`src/rtl/seq_flag_monitor.sv`:
```
// rtl/seq_flag_monitor.sv - sequencer status-flag checker: z3 run length, z2 count, sticky coded alarm.
// Optional alarm timestamp (alarm_stamp, mon_cycles) is built when SEQ_MON_STAMP_EN is defined.
module seq_flag_monitor #(
  parameter int CNT_W     = 8,
  parameter int RUN_MAX   = 4,
  parameter int ARM_DELAY = 3
) (
  input  logic             clk,
  input  logic             reset,
  input  logic             en,
  input  logic             clr,
  input  logic             z1,
  input  logic             z2,
  input  logic             z3,
  output logic             alarm,
  output logic [1:0]       alarm_code,
  output logic [CNT_W-1:0] run_len,
  output logic [CNT_W-1:0] z2_cnt,
  output logic             busy
`ifdef SEQ_MON_STAMP_EN
  ,
  output logic [CNT_W-1:0] alarm_stamp
`endif
);

  typedef enum logic [1:0] {
    ST_WAIT  = 2'd0,
    ST_MON   = 2'd1,
    ST_ALARM = 2'd2
  } state_t;

  localparam state_t ST_INIT = (ARM_DELAY == 0) ? ST_MON : ST_WAIT;

  // The arm counter only needs to reach ARM_DELAY-1 before the WAIT->MON hop.
  localparam int ARM_W = (ARM_DELAY < 2) ? 1 : $clog2(ARM_DELAY);
  localparam logic [ARM_W-1:0] ARM_LAST = ARM_W'(ARM_DELAY - 1);

  localparam logic [CNT_W-1:0] CNT_MAX = '1;
  localparam logic [CNT_W-1:0] RUN_LIM = CNT_W'(RUN_MAX);

  localparam logic [1:0] CODE_NONE = 2'b00;
  localparam logic [1:0] CODE_Z1   = 2'b01;
  localparam logic [1:0] CODE_RUN  = 2'b10;
  localparam logic [1:0] CODE_Z2   = 2'b11;

  function automatic logic [CNT_W-1:0] sat_inc(input logic [CNT_W-1:0] v);
    return (v == CNT_MAX) ? v : v + 1'b1;
  endfunction

  state_t             state_q, state_d;
  logic [ARM_W-1:0]   arm_q, arm_d;
  logic               alarm_q, alarm_d;
  logic [1:0]         code_q, code_d;
  logic [CNT_W-1:0]   run_len_q, run_len_d;
  logic [CNT_W-1:0]   z2_cnt_q, z2_cnt_d;
  logic [1:0]         viol_code;
`ifdef SEQ_MON_STAMP_EN
  logic [CNT_W-1:0]   mon_cycles_q, mon_cycles_d;
  logic [CNT_W-1:0]   stamp_q, stamp_d;
`endif

  // Priority encoder: z1 beats run overflow beats orphan z2.
  always_comb begin
    viol_code = CODE_NONE;
    if (z1) begin
      viol_code = CODE_Z1;
    end else if (z3 && (run_len_q == RUN_LIM)) begin
      viol_code = CODE_RUN;
    end else if (z2 && !z3) begin
      viol_code = CODE_Z2;
    end
  end

  always_comb begin
    state_d   = state_q;
    arm_d     = arm_q;
    alarm_d   = alarm_q;
    code_d    = code_q;
    run_len_d = run_len_q;
    z2_cnt_d  = z2_cnt_q;
`ifdef SEQ_MON_STAMP_EN
    mon_cycles_d = mon_cycles_q;
    stamp_d      = stamp_q;
`endif
    if (clr) begin
      state_d   = ST_INIT;
      arm_d     = '0;
      alarm_d   = 1'b0;
      code_d    = CODE_NONE;
      run_len_d = '0;
      z2_cnt_d  = '0;
`ifdef SEQ_MON_STAMP_EN
      mon_cycles_d = '0;
      stamp_d      = '0;
`endif
    end else if (en) begin
      case (state_q)
        ST_WAIT: begin
          if (arm_q == ARM_LAST) begin
            state_d = ST_MON;
            arm_d   = '0;
          end else begin
            arm_d = arm_q + 1'b1;
          end
        end
        ST_MON: begin
          run_len_d = z3 ? sat_inc(run_len_q) : '0;
          z2_cnt_d  = z2 ? sat_inc(z2_cnt_q) : z2_cnt_q;
`ifdef SEQ_MON_STAMP_EN
          mon_cycles_d = sat_inc(mon_cycles_q);
`endif
          if (viol_code != CODE_NONE) begin
            state_d = ST_ALARM;
            alarm_d = 1'b1;
            code_d  = viol_code;
`ifdef SEQ_MON_STAMP_EN
            stamp_d = sat_inc(mon_cycles_q);
`endif
          end
        end
        default: begin
          // ALARM: everything frozen until clr or reset.
        end
      endcase
    end
  end

  always_ff @(posedge clk or negedge reset) begin
    if (!reset) begin
      state_q   <= ST_INIT;
      arm_q     <= '0;
      alarm_q   <= 1'b0;
      code_q    <= CODE_NONE;
      run_len_q <= '0;
      z2_cnt_q  <= '0;
    end else begin
      state_q   <= state_d;
      arm_q     <= arm_d;
      alarm_q   <= alarm_d;
      code_q    <= code_d;
      run_len_q <= run_len_d;
      z2_cnt_q  <= z2_cnt_d;
    end
  end

`ifdef SEQ_MON_STAMP_EN
  always_ff @(posedge clk or negedge reset) begin
    if (!reset) begin
      mon_cycles_q <= '0;
      stamp_q      <= '0;
    end else begin
      mon_cycles_q <= mon_cycles_d;
      stamp_q      <= stamp_d;
    end
  end

  assign alarm_stamp = stamp_q;
`endif

  assign alarm      = alarm_q;
  assign alarm_code = code_q;
  assign run_len    = run_len_q;
  assign z2_cnt     = z2_cnt_q;
  assign busy       = (state_q == ST_WAIT);

endmodule
```
`config.mk`:
```
export PLATFORM = sky130hd
export DESIGN_NAME = seq_flag_monitor
export DESIGN_NICKNAME = d
export VERILOG_FILES = /design/src/rtl/seq_flag_monitor.sv
export SDC_FILE = /design/constraint.sdc
export NUM_CORES = 1
export LEC_CHECK = 0
export CORE_MARGIN = 2
export CORE_UTILIZATION = 53
export CTS_CLUSTER_DIAMETER = 100
export CTS_CLUSTER_SIZE = 8
export DETAILED_ROUTE_END_ITERATION = 8
export MAX_ROUTING_LAYER = met4
export PLACE_DENSITY = 0.92
export SYNTH_ARGS = -nofsm -noshare
export SYNTH_HDL_FRONTEND = slang
export SYNTH_SLANG_ARGS = --single-unit
```
`constraint.sdc`:
```
create_clock -name clk -period 2.8 [get_ports clk]
set_input_delay 0.56 -clock clk [delete_from_list [all_inputs] [get_ports clk]]
set_output_delay 0.56 -clock clk [all_outputs]
set_load 0.01 [all_outputs]
```
==> results of run 1 <==
-- logic make-up after synthesis --
logic type               share of synthesized area (%)
XOR/XNOR                                          4.86
buffers and inverters                             2.98
adder cells (fa/ha/maj)                           2.98
AO/OA/AOI/OAI                                     18.5
flip-flops                                        45.6
multiplexers                                      2.48
AND/OR/NAND/NOR                                   22.6
-- routing by layer --
layer | vias up | track usage, % | part of all wire (%)
li1 | 524 | - | -
met1 | 534 | 27.4 | 43
met2 | 40 | 39.4 | 52
met3 | 2 | 3.43 | 4.0
met4 | 0 | 4.70 | 0.57
met5 | - | - | 0
-- synth_stat cells (4+ instances only) --
cell      n  area (um^2)
nand2_1   8         30.0
nor2_1   20         75.1
nand3_1   4         20.0
nor3_1    4         20.0
a21oi_1   9         45.0
inv_1     4         15.0
dfrtp_1  23          576
xor2_1    4         35.0
-- worst max-delay path, stage by stage --
cell and delay (ns):
clkdlybuf4s50_1 0.54, and3b_1 0.35, o21ai_4 0.14, or4_1 0.48, a21oi_1 0.16
-- where the power goes --
group	switching [mW]	leakage, nW	total [mW]	internal (mW)
Combinational	0.0253	0.290	0.0450	0.0197
Clock	0.0932	0.0150	0.149	0.0554
Sequential	0.00280	0.320	0.338	0.335
-- metrics by stage --
stage	total power, mW	util [%]	hold WS [ns]	worst slack, ns	area, um^2
after floorplan	0.364	-	0.264	1.17	1260
after global placement	0.388	69.4	0.477	0.579	1550
after detailed placement	0.390	69.4	0.494	0.522	1550
after CTS	0.539	70.5	0.524	0.816	1580
after global routing	0.553	70.5	0.548	0.725	1580
final	0.532	70.5	0.521	0.801	1580
-- flip-flops by register name (all words and copies together), names as in the netlist --
signal	cells
arm_q	2
alarm_code	2
z2_cnt	8
state_q	2
run_len	8
alarm	1
-- layout by cell type, fill, tap and decap left out, types with 3 or more instances in the layout --
master,netlist,routed
clkdlybuf4s50_1,0,26
dfrtp_1,23,23
nor2_1,20,20
a21oi_1,9,9
nand2_1,8,8
inv_1,4,4
nor3_1,4,4
nand3_1,4,4
xor2_1,4,4
nand4_1,3,3
and3_1,3,3
a211oi_1,3,3
xnor2_1,3,3
o21ba_2,3,3
ha_1,3,3
clkbuf_4,0,3
-- area by class of cell --
class,count,area (um^2)
clock buffers,4,26.3
fillers,188,658
inverters,4,15.0
multi-input cells,98,648
flip-flops and latches,23,576
well taps,28,35.0
repair buffers,28,275
-- worst min path at each step --
stage / slack (ns) / cells past startpoint / to
CTS: 0.52 / 1 / alarm_code[1]$_DFFE_PN0P_
global placement: 0.48 / 1 / alarm_code[1]$_DFFE_PN0P_
detailed placement: 0.49 / 1 / alarm_code[1]$_DFFE_PN0P_
floorplan: 0.26 / 0 / alarm$_DFFE_PN0P_
finish: 0.52 / 1 / alarm_code[1]$_DFFE_PN0P_
global route: 0.55 / 1 / alarm_code[1]$_DFFE_PN0P_
==> flow_summary_export.csv, run 1 <==
group,metric,value,unit
run_status,status,"completed",
global_routing,overflow,0,
yosys,async_reset_ff_share,100,%
timing,fmax,0.500,GHz
timing,rsz0062_at_grt,"false",
critical_path,crit_type,"in -> reg",
yosys,ys_seq_area_share,45.6,%
global_routing,grt_pass1_vias,1078,
final_layout,diodes,0,
yosys,synth_area,0.00126,mm^2
cts,clk_latency,0.30,ns
timing,setup_viol,0,
critical_path,cp.arrival,2.23,ns
critical_path,cp_data_required_time,3.03,ns
pwr,p_per_area,338,mW/mm^2
job,drv_cap,0,
timing,report.final.hold_viol_count,0,
cts,post_cts_buffers,0,
yosys,synth_edf_count,0,
cts,clk_pin_slew,0.12,ns
detailed_routing,dr.pass1.iters,4,
die,dieArea,0.00279,mm^2
detailed_routing,routed_wl,2800,um
detailed_routing,avgViaCountPerCell,5.95,
detailed_routing,drc,0,
timing,relSlewSlack,71.6,%
timing,fin_crit_sh,71.4,%
critical_path,endpoint_kind,"flop",
critical_path,critPathLaunchType,"input pin",
yosys,ys_ff_latch,23,
global_routing,grt_max_degree,24,
final_layout,fin_cells,185,
critical_path,critPathCapture,"run_len[6]$_DFFE_PN0P_",
timing,slew_viol_final,0,
detailed_routing,drtIter0Drc,22,
detailed_routing,vias,1100,
cts,ctsHoldBuffers,0,
timing,fin_crit,2.00,ns
yosys,synth_area_per_cell,9.70,um^2
detailed_routing,drtAntennaViolNets,0,
cts,clockBufferDepth,2,
cts,cts_resized,0,
die,placement_rows,17,
place,placed_cells,181,
yosys,syn-num-nets,140,
critical_path,r2r-start,"run_len[0]$_DFFE_PN0P_",
critical_path,worst-path-max-fanout,8,
yosys,synthFlopType,"dfrtp_1",
final_layout,drive_above_1_share,8.28,%
critical_path,r2r_setup_slack,1.03,ns
yosys,yosys_warnings,0,
place,dpl.hpwl,2090,um
place,port_buffers,26,
cts,cts_tree,"built",
timing,fin_skew,0.00689,ns
die,core_region_area,0.00223,mm^2
timing,setup_tns,0,ns
die,die_h,52.8,um
yosys,syn_inst,130,
critical_path,rr_worst_depth,5,
die,io_pins,27,
timing,worstMarginPinSlew,0.425,ns
critical_path,crit_start,"en",
pwr,ir_drop,0.369,mV
worst_hold_path,min_from,"alarm_code[1]$_DFFE_PN0P_",
worst_hold_path,min_path_type,"reg -> reg",
die,fp.dieW,52.8,um
cts,numCtsBuffers,3,
final_layout,fin_nets,168,
cts,root_buffer,"clkbuf_4",
die,start_util,56.5,%
critical_path,rr_endpoint,"run_len[6]$_DFFE_PN0P_",
global_routing,grt_pass1_wl,4620,um
final_layout,syn_to_final_growth,24.9,%
place,gp_congestion,0.858,
detailed_routing,wl_per_cell,15.1,um
cts,cts.sinks,23,
pwr,p_leak,0.625,nW
yosys,ys_types,42,
global_routing,track_usage,22.5,%
cts,htreeDepth,1,
global_routing,antenna_found_initial,0,
No activity file was read; power rests on OpenSTA's default activity.
==> run 2: changes to the inputs <==
CORE_UTILIZATION = 50   (was 53)
PLACE_DENSITY = 0.88   (was 0.92)
clock period = 2 ns   (was 2.8 ns; I/O delays follow)
==> run 2 against run 1 <==
Against the previous run:
- power is 43% higher
- sequential cell count unchanged
- die area increased by 5.6%
- routed wire length shrank 0.57%
- combinational power increased by 50%
- final cell count is 3.8% higher
- sequential share of layout area down 0.91 points
- via count is 2.6% higher
- register-to-register slack worse by 0.83 ns
==> flow_summary_export.csv, run 2 (synthesis results as in run 1) <==
group,metric,value,unit
die,start_util,51.9,%
detailed_routing,wl_per_cell,14.5,um
critical_path,worst-path-max-fanout,7,
job,drv_cap,0,
critical_path,rr_endpoint,"run_len[6]$_DFFE_PN0P_",
pwr,netSwitchingPower,0.180,mW
place,placed_cells,188,
die,dieArea,0.00294,mm^2
detailed_routing,avgViaCountPerCell,5.88,
detailed_routing,drc,0,
global_routing,met1_usage,27.0,%
critical_path,crit_family,"buffers and inverters",
final_layout,fillCellCount,199,
critical_path,r2r-start,"run_len[0]$_DFFE_PN0P_",
run_status,status,"completed",
detailed_routing,vias,1129,
critical_path,r2r_setup_slack,0.20,ns
die,fp.dieW,54.2,um
cts,htreeDepth,1,
final_layout,layout_commonest_cell,"clkdlybuf4s50_1",
global_routing,grt_pass1_vias,1091,
detailed_routing,drtIter0Drc,30,
pwr,p_leak,0.648,nW
final_layout,syn_to_final_growth,28.1,%
global_routing,overflow,0,
critical_path,crit_type,"reg -> out",
pwr,p_per_area,470,mW/mm^2
timing,setup_viol,0,
final_layout,diodes,0,
pwr,p_comb_share,8.9,%
timing,fin_skew,0.0167,ns
global_routing,track_usage,22.9,%
critical_path,cp_data_required_time,1.60,ns
final_layout,register_area,576,um^2
final_layout,mostFrequentLayoutCells,"clkdlybuf4s50_1 (26), dfrtp_1 (23), nor2_1 (20)",
worst_hold_path,min_path_type,"in -> async",
cts,cts_tree,"built",
critical_path,cp_num_buf_inv,1,
timing,fmax,0.547,GHz
detailed_routing,routed_wl,2780,um
place,port_buffers,26,
cts,ctsHoldBuffers,0,
die,core_region_area,0.00243,mm^2
critical_path,cpPeakStageDelay,0.54,ns
critical_path,slowest_stage,"clkdlybuf4s50_1",
cts,clockBufferDepth,2,
global_routing,globalRouteMet2Util,38.2,%
global_routing,antenna_found_initial,0,
cts,clk_latency,0.31,ns
pwr,ir_drop,0.482,mV
cts,numCtsBuffers,3,
critical_path,path_cells,"nor2_1, clkdlybuf4s50_1",
timing,fin_crit,1.83,ns
cts,post_cts_buffers,0,
timing,rsz0062_at_grt,"false",
pwr,power,0.758,mW
cts,cts.sinks,23,
timing,slew_viol_final,0,
detailed_routing,drtAntennaViolNets,0,
place,dpl.hpwl,2160,um
global_routing,grt_pass1_wl,4670,um
global_routing,top_usage_layer,"met2",
timing,fin_ws,0.172,ns
final_layout,drive_above_1_share,11.1,%
pwr,clkPwrFrac,28.6,%
cts,clk_pin_slew,0.14,ns
timing,worstMarginPinSlew,0.417,ns
global_routing,met3_usage,3.28,%
timing,relSlewSlack,71.8,%
die,die_h,54.2,um
detailed_routing,dr.pass1.iters,4,
timing,fin_crit_sh,91.4,%
place,place_ws,-0.0199,ns
critical_path,rr_worst_depth,5,
die,io_pins,27,
final_layout,fin_cells,192,
final_layout,multi_input_area,648,um^2
pwr,intPower,0.578,mW
cts,cts_resized,0,
pwr,p_seq_share,62.4,%
cts,root_buffer,"clkbuf_4",
final_layout,fin_nets,173,
timing,report.final.hold_viol_count,0,
place,gp_congestion,0.845,
global_routing,grt_max_degree,24,
critical_path,endpoint_kind,"primary output",
critical_path,crit_start,"state_q[1]$_DFFE_PN0P_",
die,placement_rows,18,
critical_path,cp.arrival,1.43,ns
pwr,sw_frac_of_total,23.7,%
critical_path,critPathLaunchType,"flop",
run 2: area by class of cell:
| cell class | instances | share of cell area, % |
|---|---|---|
| clock buffers | 4 | 1.63 |
| inverters | 4 | 0.930 |
| multi-input cells | 98 | 40.1 |
| flip-flops and latches | 23 | 35.6 |
| well taps | 30 | 2.32 |
| repair buffers | 33 | 19.4 |
run 2: layer usage:
layer  vias up  routed length (um)  part of all wire (%)
met5         -                   0                     0
met4         0                  34                   1.2
met3         4                 118                   4.2
met2        33                1420                    51
met1       556                1210                    43
li1        536                   -                     -
run 2: per-stage QoR:
step	hold slack [ns]	TNS, ns	cell area, um^2	util [%]
final	0.419	0	1620	66.4
after floorplan	0.104	0	1260	-
after detailed placement	0.487	-0.0199	1590	65.3
after global routing	0.445	0	1620	66.4
after CTS	0.439	0	1620	66.4
after global placement	0.473	0	1590	65.3
run 2: how the worst max path moves through the flow:
stage / to / slack, ns / depth (start not counted)
floorplan: run_len[6]$_DFFE_PN0P_ / 0.37 / 5
global placement: run_len[6]$_DFFE_PN0P_ / 0.06 / 5
detailed placement: run_len[6]$_DFFE_PN0P_ / -0.02 / 5
CTS: busy / 0.18 / 2
global route: busy / 0.11 / 2
finish: busy / 0.17 / 2
run 2: worst reg2reg max path: stages (launching register included):
cell,delay [ns]
dfrtp_1,0.45
ha_1,0.26
nand4_1,0.25
o21ai_4,0.10
or4_1,0.47
a21oi_1,0.19
run 2: power groups by stage:
stage / Combinational (mW) / Sequential (mW) / Clock, mW
6_report: 0.0676 / 0.474 / 0.217
3_5_place_dp: 0.0686 / 0.482 / 0
4_1_cts: 0.0688 / 0.473 / 0.215
5_1_grt: 0.0762 / 0.475 / 0.232
3_3_place_gp: 0.0664 / 0.482 / 0
2_1_floorplan: 0.0274 / 0.482 / 0
